==> src/rtl/conv_pkg.sv <==
// Shared constants, FSM state type and window bit mapping for the
// convolution window scheduler.
package conv_pkg;
  localparam int IMG_W  = 28;
  localparam int K      = 5;
  localparam int OUT_W  = IMG_W - K + 1;
  localparam int RD_LAT = 1;
  localparam int WIN_W  = K * K;

  typedef enum logic [1:0] {
    IDLE  = 2'd0,
    RUN   = 2'd1,
    FLUSH = 2'd2
  } state_t;

  // Window bit holding the pixel at row offset i, column offset j.
  function automatic int win_bit(input int j, input int i);
    return K * j + i;
  endfunction
endpackage

==> src/rtl/conv_win_shift.sv <==
// Column history for the 5x5 sliding window plus registration of the
// window, its coordinates and the end-of-frame pulse.
module conv_win_shift
  import conv_pkg::*;
(
  input  logic             sclk,
  input  logic             s_rst,
  input  logic             tag_vld,
  input  logic [4:0]       tag_col,
  input  logic [4:0]       tag_row,
  input  logic [K-1:0]     col_data,
  output logic [WIN_W-1:0] win_data,
  output logic             win_vld,
  output logic [4:0]       win_row,
  output logic [4:0]       win_col,
  output logic             frame_done
);
  // Only the K-1 older columns are stored; the newest comes straight from col_data.
  logic [K-1:0]     hist_reg [K-1];
  logic [WIN_W-1:0] win_next;
  logic [WIN_W-1:0] win_data_reg;
  logic             win_vld_reg;
  logic [4:0]       win_row_reg;
  logic [4:0]       win_col_reg;
  logic             frame_done_reg;
  logic             emit;
  logic             last;

  for (genvar gi = 0; gi < K; gi++) begin : g_col
    for (genvar gk = 0; gk < K; gk++) begin : g_row
      if (gi == K - 1) begin : g_new
        assign win_next[win_bit(gi, gk)] = col_data[gk];
      end else begin : g_old
        assign win_next[win_bit(gi, gk)] = hist_reg[gi][gk];
      end
    end
  end

  // Columns 0..K-2 of a band only prime the history.
  assign emit = tag_vld && (tag_col >= 5'(K - 1));
  assign last = (tag_col == 5'(IMG_W - 1)) && (tag_row == 5'(OUT_W - 1));

  always_ff @(posedge sclk) begin
    if (s_rst) begin
      for (int j = 0; j < K - 1; j++) hist_reg[j] <= '0;
      win_data_reg   <= '0;
      win_vld_reg    <= 1'b0;
      win_row_reg    <= '0;
      win_col_reg    <= '0;
      frame_done_reg <= 1'b0;
    end else begin
      if (tag_vld) begin
        for (int j = 0; j < K - 2; j++) hist_reg[j] <= hist_reg[j + 1];
        hist_reg[K-2] <= col_data;
      end
      win_vld_reg    <= emit;
      win_data_reg   <= emit ? win_next : '0;
      win_row_reg    <= emit ? tag_row : '0;
      win_col_reg    <= emit ? (tag_col - 5'(K - 1)) : '0;
      frame_done_reg <= emit && last;
    end
  end

  assign win_data   = win_data_reg;
  assign win_vld    = win_vld_reg;
  assign win_row    = win_row_reg;
  assign win_col    = win_col_reg;
  assign frame_done = frame_done_reg;
endmodule

==> src/rtl/conv_win_sched.sv <==
// Sweeps the bit-plane buffer band by band and turns the returned column
// slices into one tagged 5x5 binary window per cycle for the MAC array.
module conv_win_sched
  import conv_pkg::*;
(
  input  logic             sclk,
  input  logic             s_rst,
  input  logic             cal_start,
  input  logic [K-1:0]     col_data,
  output logic [4:0]       data_rd_addr,
  output logic [4:0]       conv_row_cnt,
  output logic [WIN_W-1:0] win_data,
  output logic             win_vld,
  output logic [4:0]       win_row,
  output logic [4:0]       win_col,
  output logic             frame_done,
  output logic             busy,
  output logic             start_ovf
);
  localparam int FW = $clog2(RD_LAT + 2);

  state_t        state_reg;
  state_t        state_next;
  logic [4:0]    addr_reg;
  logic [4:0]    row_reg;
  logic [FW-1:0] flush_cnt_reg;
  logic          start_ovf_reg;
  logic          busy_int;
  logic          issue;
  logic          last_addr;

  logic          tag_vld_pipe [RD_LAT];
  logic [4:0]    tag_col_pipe [RD_LAT];
  logic [4:0]    tag_row_pipe [RD_LAT];

  assign last_addr = (addr_reg == 5'(IMG_W - 1)) && (row_reg == 5'(OUT_W - 1));

  always_ff @(posedge sclk) begin
    if (s_rst) state_reg <= IDLE;
    else       state_reg <= state_next;
  end

  always_comb begin
    state_next = state_reg;
    case (state_reg)
      IDLE:    if (cal_start) state_next = RUN;
      RUN:     if (last_addr) state_next = FLUSH;
      FLUSH:   if (flush_cnt_reg == FW'(RD_LAT)) state_next = IDLE;
      default: state_next = IDLE;
    endcase
  end

  always_comb begin
    busy_int = (state_reg != IDLE);
    issue    = (state_reg == RUN);
  end

  // Address/band counters run only in RUN and sit at zero otherwise.
  always_ff @(posedge sclk) begin
    if (s_rst) begin
      addr_reg      <= '0;
      row_reg       <= '0;
      flush_cnt_reg <= '0;
      start_ovf_reg <= 1'b0;
    end else begin
      start_ovf_reg <= cal_start && busy_int;
      flush_cnt_reg <= (state_reg == FLUSH) ? flush_cnt_reg + 1'b1 : '0;
      if (issue) begin
        if (addr_reg == 5'(IMG_W - 1)) begin
          addr_reg <= '0;
          row_reg  <= (row_reg == 5'(OUT_W - 1)) ? '0 : row_reg + 5'd1;
        end else begin
          addr_reg <= addr_reg + 5'd1;
        end
      end else begin
        addr_reg <= '0;
        row_reg  <= '0;
      end
    end
  end

  // Delay the issue tag by the buffer read latency so it lines up with col_data.
  always_ff @(posedge sclk) begin
    if (s_rst) begin
      for (int s = 0; s < RD_LAT; s++) begin
        tag_vld_pipe[s] <= 1'b0;
        tag_col_pipe[s] <= '0;
        tag_row_pipe[s] <= '0;
      end
    end else begin
      tag_vld_pipe[0] <= issue;
      tag_col_pipe[0] <= addr_reg;
      tag_row_pipe[0] <= row_reg;
      for (int s = 1; s < RD_LAT; s++) begin
        tag_vld_pipe[s] <= tag_vld_pipe[s-1];
        tag_col_pipe[s] <= tag_col_pipe[s-1];
        tag_row_pipe[s] <= tag_row_pipe[s-1];
      end
    end
  end

  conv_win_shift u_shift (
    .sclk       (sclk),
    .s_rst      (s_rst),
    .tag_vld    (tag_vld_pipe[RD_LAT-1]),
    .tag_col    (tag_col_pipe[RD_LAT-1]),
    .tag_row    (tag_row_pipe[RD_LAT-1]),
    .col_data   (col_data),
    .win_data   (win_data),
    .win_vld    (win_vld),
    .win_row    (win_row),
    .win_col    (win_col),
    .frame_done (frame_done)
  );

  assign data_rd_addr = addr_reg;
  assign conv_row_cnt = row_reg;
  assign busy         = busy_int;
  assign start_ovf    = start_ovf_reg;
endmodule

==> config.mk <==
export PLATFORM = sky130hd
export DESIGN_NAME = conv_win_sched
export DESIGN_NICKNAME = d
export VERILOG_FILES = /design/src/rtl/conv_pkg.sv /design/src/rtl/conv_win_shift.sv /design/src/rtl/conv_win_sched.sv
export SDC_FILE = /design/constraint.sdc
export NUM_CORES = 1
export LEC_CHECK = 0
export CELL_PAD_IN_SITES_DETAIL_PLACEMENT = 0
export CELL_PAD_IN_SITES_GLOBAL_PLACEMENT = 2
export CORE_UTILIZATION = 30
export CTS_BUF_LIST = sky130_fd_sc_hd__clkbuf_4
export CTS_CLUSTER_DIAMETER = 50
export CTS_CLUSTER_SIZE = 30
export DETAILED_ROUTE_END_ITERATION = 16
export GPL_TIMING_DRIVEN = 0
export PLACE_DENSITY_LB_ADDON = 0.25
export SYNTH_ARGS = -nofsm -noshare
export SYNTH_HDL_FRONTEND = slang
export SYNTH_SLANG_ARGS = --single-unit
export TNS_END_PERCENT = 20
==> constraint.sdc <==
create_clock -name sclk -period 2.2 [get_ports sclk]
set_input_delay 0.55 -clock sclk [delete_from_list [all_inputs] [get_ports sclk]]
set_output_delay 0.55 -clock sclk [all_outputs]
set_load 0.1 [all_outputs]
==> impl_metrics.tcl, run 1 <==
set metrics [dict create \
    critPathMaxFanout 1 \
    power.internal_w 0.00220 \
    dp_hpwl_mm 3.51 \
    synth_nets 237 \
    violations "design-rule violations" \
    drt_iter0_markers 32 \
    crit_end "win_data[14]" \
    areaGrowthSynthToFinish_pct 31.1 \
    synth_edf_count 20 \
    r2r-end "u_shift.win_row[3]$_SDFF_PP0_" \
    synth-async-reset-ratio_pct 0 \
    status "complete, but fails checks" \
    clk_path_buf_depth 2 \
    die_h_um 98.2 \
    hold_viol_final 0 \
    maxSlewHeadroom_pct 36.0 \
    timing.rr.start "tag_col_pipe[0][3]$_SDFF_PP0_" \
    critical_path_depth 1 \
    grt_util_all_layers_pct 11.6 \
    final_util_pct 41.1 \
    cp_top_family "buffers and inverters" \
    grt_max_degree 21 \
    setup-violations-final 0 \
    ys_seq_area_share_pct 67.1 \
    power.density_nw_per_um2 770 \
    holdWs_ns 0.442 \
    drt-wirelength-per-cell_um 12.7 \
    pin_count 57 \
    period_minus_slack_ns 2.14 \
    drive_gt1_share_pct 15.6 \
    grt_pass1_wl_mm 8.60 \
    r2r_slack_ns 0.47 \
    die_w_um 98.2 \
    p_sw_w 0.000602 \
    drc 1 \
    antenna_found_initial 0 \
    nFillCells 876 \
    cp.required_ns 1.65 \
    via_per_inst 4.25 \
    syn_area_um2 2780 \
    synth_top_cell_by_area "dfxtp_1" \
    io_buffers 56 \
    ys.flop_type "dfxtp_1" \
    gp_congestion 0.736 \
    ant_nets 0 \
    grt_pass1_vias 1721 \
    fin_nets 304 \
    numCtsBuffers 9 \
    synth_xor_xnor_area_share_pct 0.946 \
    dr.pass1.iters 12 \
    rsz0062_at_grt "no" \
    crit_arrival_ns 1.59 \
    yosysMostFrequentCell "dfxtp_1" \
    crit_path_end_kind "output pin" \
    hold_path_class "reg2reg" \
    synthMuxAreaShare_pct 0.361 \
    start_util_pct 31.4 \
    num_vias 1712 \
    ys_ff_latch 83 \
    htree_levels 3 \
    r2r_cells 7 \
    synth_top_cell_area_share_pct 45.4 \
    p_total_w 0.00280 \
    cap_viol_max_count 0 \
    critPathBufInv 1 \
    clock_skew_ns 0.0231 \
    clkLatencyLatePin_ns 0.42 \
    instances_no_fill 403 \
    crit_start "u_shift.win_data[14]$_SDFF_PP0_" \
    cts_tree "yes" \
    synthSimpleGateAreaFrac_pct 23.6 \
    critical_path_class "reg2out" \
    coreArea_um2 8850 \
    synth-compound-area-share_pct 2.12 \
    synthDistinctLibCells 34 \
    synthTopCellsByCount "63 x dfxtp_1, 41 x and2_1, 20 x edfxtp_1" \
    cts_hold_buf 0 \
    num_antenna_cells 0 \
    grt-ovfl-total 0 \
    synthAdderAreaFrac_pct 2.70 \
    die_area_um2 9640 \
    synth_top_family_by_area "simple AND/OR/NAND/NOR gates" \
    swShare_pct 21.5 \
    slew_violations 0 \
    cts.sinks 83 \
    synth.avg_cell_area_um2 12.5 \
    timing.final.crit_share_pct 97.5 \
    synthTopCellsByArea "dfxtp_1 45%, edfxtp_1 22%, and2_1 9.2%" \
    p_seq_share_pct 57.0 \
    ctsRootBufferMaster "clkbuf_4" \
    setup_tns_ns 0 \
    fmax_mhz 466 \
    dp.cells 387 \
    fp-row-count 34 \
    clock_power_share_pct 40.0 \
    cp_slowest_stage_delay_ns 0.85 \
    p_leak_nw 1.60 \
    path_cells "dlygate4sd2_1" \
    start_kind "flip-flop" \
    largest_reg_flops 25 \
    slowest_stage "dlygate4sd2_1" \
    synthCells 223 \
    vdd_ir_drop_max_mv 0.261 \
    path_clk_slew_ns 0.12 \
    worst_slew_pin_slew_ns 0.963 \
    wirelength_mm 5.10 \
    combPwrFrac_pct 3.0 \
    yosysWarnings 0 \
]
==> through the flow <==
stage / worst slack [ns] / instance area, um^2
after floorplan: 0.219 / 2780
after detailed placement: -0.300 / 3470
after CTS: 0.000565 / 3630
after global routing: 0.000726 / 3640
final: 0.0555 / 3640
after global placement: -0.275 / 3470
==> repair_timing <==
item                                    4_1_cts  5_1_grt
setup buffers                                 0        0
endpoints found under the setup margin       49       16
gates resized for setup                      71       17
==> worst min-delay path by stage <==
stage,startpoint,endpoint,cells after the start
6_report,flush_cnt_reg[0]$_SDFF_PP0_,flush_cnt_reg[0]$_SDFF_PP0_,1
5_1_grt,flush_cnt_reg[0]$_SDFF_PP0_,flush_cnt_reg[0]$_SDFF_PP0_,1
4_1_cts,flush_cnt_reg[0]$_SDFF_PP0_,flush_cnt_reg[0]$_SDFF_PP0_,1
3_5_place_dp,flush_cnt_reg[0]$_SDFF_PP0_,flush_cnt_reg[0]$_SDFF_PP0_,1
3_3_place_gp,flush_cnt_reg[0]$_SDFF_PP0_,flush_cnt_reg[0]$_SDFF_PP0_,1
2_1_floorplan,flush_cnt_reg[0]$_SDFF_PP0_,flush_cnt_reg[0]$_SDFF_PP0_,1
==> cell type report <==
cell class	instances	area, um^2	share of cell area, %
Tap cell	108	135	3.71
Clock buffer	9	67.6	1.86
Multi-Input combinational cell	125	826	22.7
Sequential cell	83	1860	51.2
Buffer	9	66.3	1.82
Clock inverter	7	124	3.40
Inverter	6	22.5	0.619
Timing Repair Buffer	56	536	14.7
==> metal layers <==
metal,routed length [um],part of all wire [%],vias to the layer above,GRT usage (%)
met1,2600,51,778,15.5
met5,0,0,-,0
met3,227,4.4,7,3.22
met4,87,1.7,0,6.20
met2,2190,43,40,17.0
li1,-,-,887,-
==> cell usage in the layout, fill, tap and decap left out, types with 2 or more instances in the layout <==
cell type        synthesis  routed
and4b_1                  2       2
inv_1                    6       6
bufinv_16                0       3
clkdlybuf4s15_2          0      10
or2_2                    2       2
dfxtp_1                 63      61
or4_1                    2       2
buf_6                    4       4
clkdlybuf4s15_1          0      15
nor3_1                   2       2
nand3_1                  2       2
dlygate4sd2_1            0      22
and2_1                  41      41
and3_2                   5       5
o21ai_0                  3       3
nor2b_1                 10      10
nand4_1                  2       2
clkdlybuf4s50_1          0       7
clkbuf_2                 2       4
clkbuf_1                 3       3
xor2_1                   2       2
and3_1                  10      10
nand4b_1                 2       2
inv_6                    0       2
or3_1                    2       2
a21oi_1                  6       6
ha_1                     6       6
dfxtp_2                  0       2
clkbuf_4                 0       9
nor2_1                   6       6
edfxtp_1                20      20
nand2_1                 10      10
==> cells by family after synthesis <==
kind of cell,Yosys count
AOI/OAI and AO/OA,11
xor gates and xnor gates,3
adders and majority gates,6
buffers and inverters,15
DFF,83
muxes,1
and+or+nand+nor,104
==> power groups by stage <==
stage          combinational (W)  clock [W]  sequential [W]
2_1_floorplan          0.0000391          0         0.00164
3_3_place_gp           0.0000874          0         0.00163
3_5_place_dp           0.0000880          0         0.00163
4_1_cts                0.0000869    0.00116         0.00160
5_1_grt                0.0000911    0.00122         0.00160
6_report               0.0000838    0.00112         0.00160
Power figures use the tool's default switching activity.
==> inputs of run 2 (changes only) <==
Settings changed: ABC_CLOCK_PERIOD_IN_PS from default to 2200, DONT_BUFFER_PORTS from default to 1.
==> run 2 against run 1 <==
The run still ends with design-rule violations left. Wire length shrank 3.8%. Fmax grew 2.8%. Cell area shrank 15%. Critical endpoint is now data_rd_addr[2]. Largest power group unchanged.
==> impl_metrics.tcl, run 2 (synthesis gave the netlist of run 1 again) <==
set metrics [dict create \
    numCtsBuffers 9 \
    setup-violations-final 0 \
    drt_iter0_markers 41 \
    cap_viol_max_count 0 \
    cts.sinks 83 \
    grt_pass1_vias 1573 \
    grt-ovfl-total 0 \
    num_antenna_cells 0 \
    die_w_um 98.2 \
    drt-wirelength-per-cell_um 14.1 \
    drc 6 \
    worst_slew_pin_slew_ns 1.16 \
    clk_path_buf_depth 2 \
    critPathMaxFanout 7 \
    fin_nets 248 \
    hold_path_class "in2reg" \
    die_area_um2 9640 \
    cp.required_ns 1.65 \
    crit_arrival_ns 1.54 \
    pin_count 57 \
    ant_nets 0 \
    grt_pass1_wl_mm 8.21 \
    globalRouteMet1Util_pct 15.0 \
    timing.final.crit_share_pct 94.8 \
    maxSlewHeadroom_pct 22.5 \
    vdd_ir_drop_max_mv 0.302 \
    fmax_mhz 479 \
    die_h_um 98.2 \
    gp_congestion 0.696 \
    final_cell_mix "58 x dfxtp_1, 41 x and2_1, 20 x edfxtp_1" \
    cts_tree "yes" \
    num_vias 1534 \
    dr.pass1.iters 10 \
    antenna_found_initial 0 \
    htree_levels 3 \
    p_leak_nw 1.27 \
    clkLatencyLatePin_ns 0.42 \
    wirelength_mm 4.91 \
    power.density_nw_per_um2 872 \
    via_per_inst 4.42 \
    nFillCells 906 \
    use_met2_pct 16.5 \
    place_area_um2 2910 \
    io_buffers 0 \
    status "complete, but fails checks" \
    crit_path_end_kind "output pin" \
    final_common_cell "dfxtp_1" \
    dp_hpwl_mm 3.38 \
    path_clk_slew_ns 0.14 \
    areaGrowthSynthToFinish_pct 11.3 \
    grt_max_degree 21 \
    slew_violations 0 \
    grt_busiest_layer "met2" \
    drive_gt1_share_pct 15.5 \
    hold_viol_final 0 \
    grt_util_all_layers_pct 11.5 \
    fp-row-count 34 \
    critical_path_class "reg2out" \
    period_minus_slack_ns 2.09 \
    largest_reg_flops 25 \
    design_area_um2 3090 \
    clock_skew_ns 0.0148 \
    setup_tns_ns 0 \
    start_util_pct 31.4 \
    rsz0062_at_grt "no" \
    coreArea_um2 8850 \
    violations "design-rule violations" \
    start_kind "flip-flop" \
    ctsRootBufferMaster "clkbuf_4" \
    met3_usage_pct 3.65 \
]
-- run 2: changes by cell type in the layout (fill, tap and decap cells not counted), sizes merged --
cell,before,now
clkdlybuf4s15,25,0
clkinv,1,0
dlygate4sd2,22,0
inv,8,10
bufinv,3,2
clkdlybuf4s50,7,0
clkbuf,16,14
-- run 2: area by class of cell --
| class | instances | area [um^2] | share of cell area (%) |
|---|---|---|---|
| Multi-Input combinational cell | 125 | 826 | 26.7 |
| Buffer | 9 | 66.3 | 2.15 |
| Sequential cell | 83 | 1870 | 60.4 |
| Clock inverter | 7 | 105 | 3.40 |
| Inverter | 6 | 22.5 | 0.729 |
| Tap cell | 108 | 135 | 4.37 |
| Clock buffer | 9 | 67.6 | 2.19 |
-- run 2: per-layer routing --
metal | share of wire [%] | up-vias
met4 | 2.6 | 0
met3 | 5.3 | 11
li1 | - | 780
met1 | 49 | 703
met2 | 43 | 40
met5 | 0 | -
-- run 2: report_power, final --
part           internal, W  switching [W]  leakage, nW  total (W)
sequential         0.00159      0.0000238        0.721    0.00161
combinational    0.0000114      0.0000381        0.455  0.0000495
clock             0.000481       0.000553       0.0895    0.00103
total              0.00208       0.000615         1.27    0.00270
-- run 2: path summary, 6_finish.rpt --
check	startpoint	to	slack [ns]	depth (start not counted)
max reg2reg	data_rd_addr[4]$_SDFF_PP0_	conv_row_cnt[4]$_SDFFE_PP0N_	0.18	3
min	s_rst	tag_row_pipe[0][1]$_SDFF_PP0_	0.19	1
min reg2reg	flush_cnt_reg[0]$_SDFF_PP0_	flush_cnt_reg[0]$_SDFF_PP0_	0.45	1
max	data_rd_addr[2]$_SDFF_PP0_	data_rd_addr[2]	0.11	0
-- run 2: metrics by stage --
step / cells / utilization, % / setup slack [ns] / hold WS [ns] / total power [W]
finish: 347 / 34.9 / 0.113 / 0.189 / 0.00270
global route: 347 / 34.9 / 0.0200 / 0.124 / 0.00283
global placement: 331 / 32.9 / 0.0689 / 0.419 / 0.00170
CTS: 347 / 34.9 / 0.0262 / 0.142 / 0.00275
detailed placement: 331 / 32.9 / 0.0688 / 0.432 / 0.00170
floorplan: 223 / - / 0.219 / 0.408 / 0.00168
-- run 2: timing repair --
item,CTS,global route
gates resized for setup,0,3
setup buffers,0,0
endpoints found under the setup margin,0,2
hold buffers,0,0
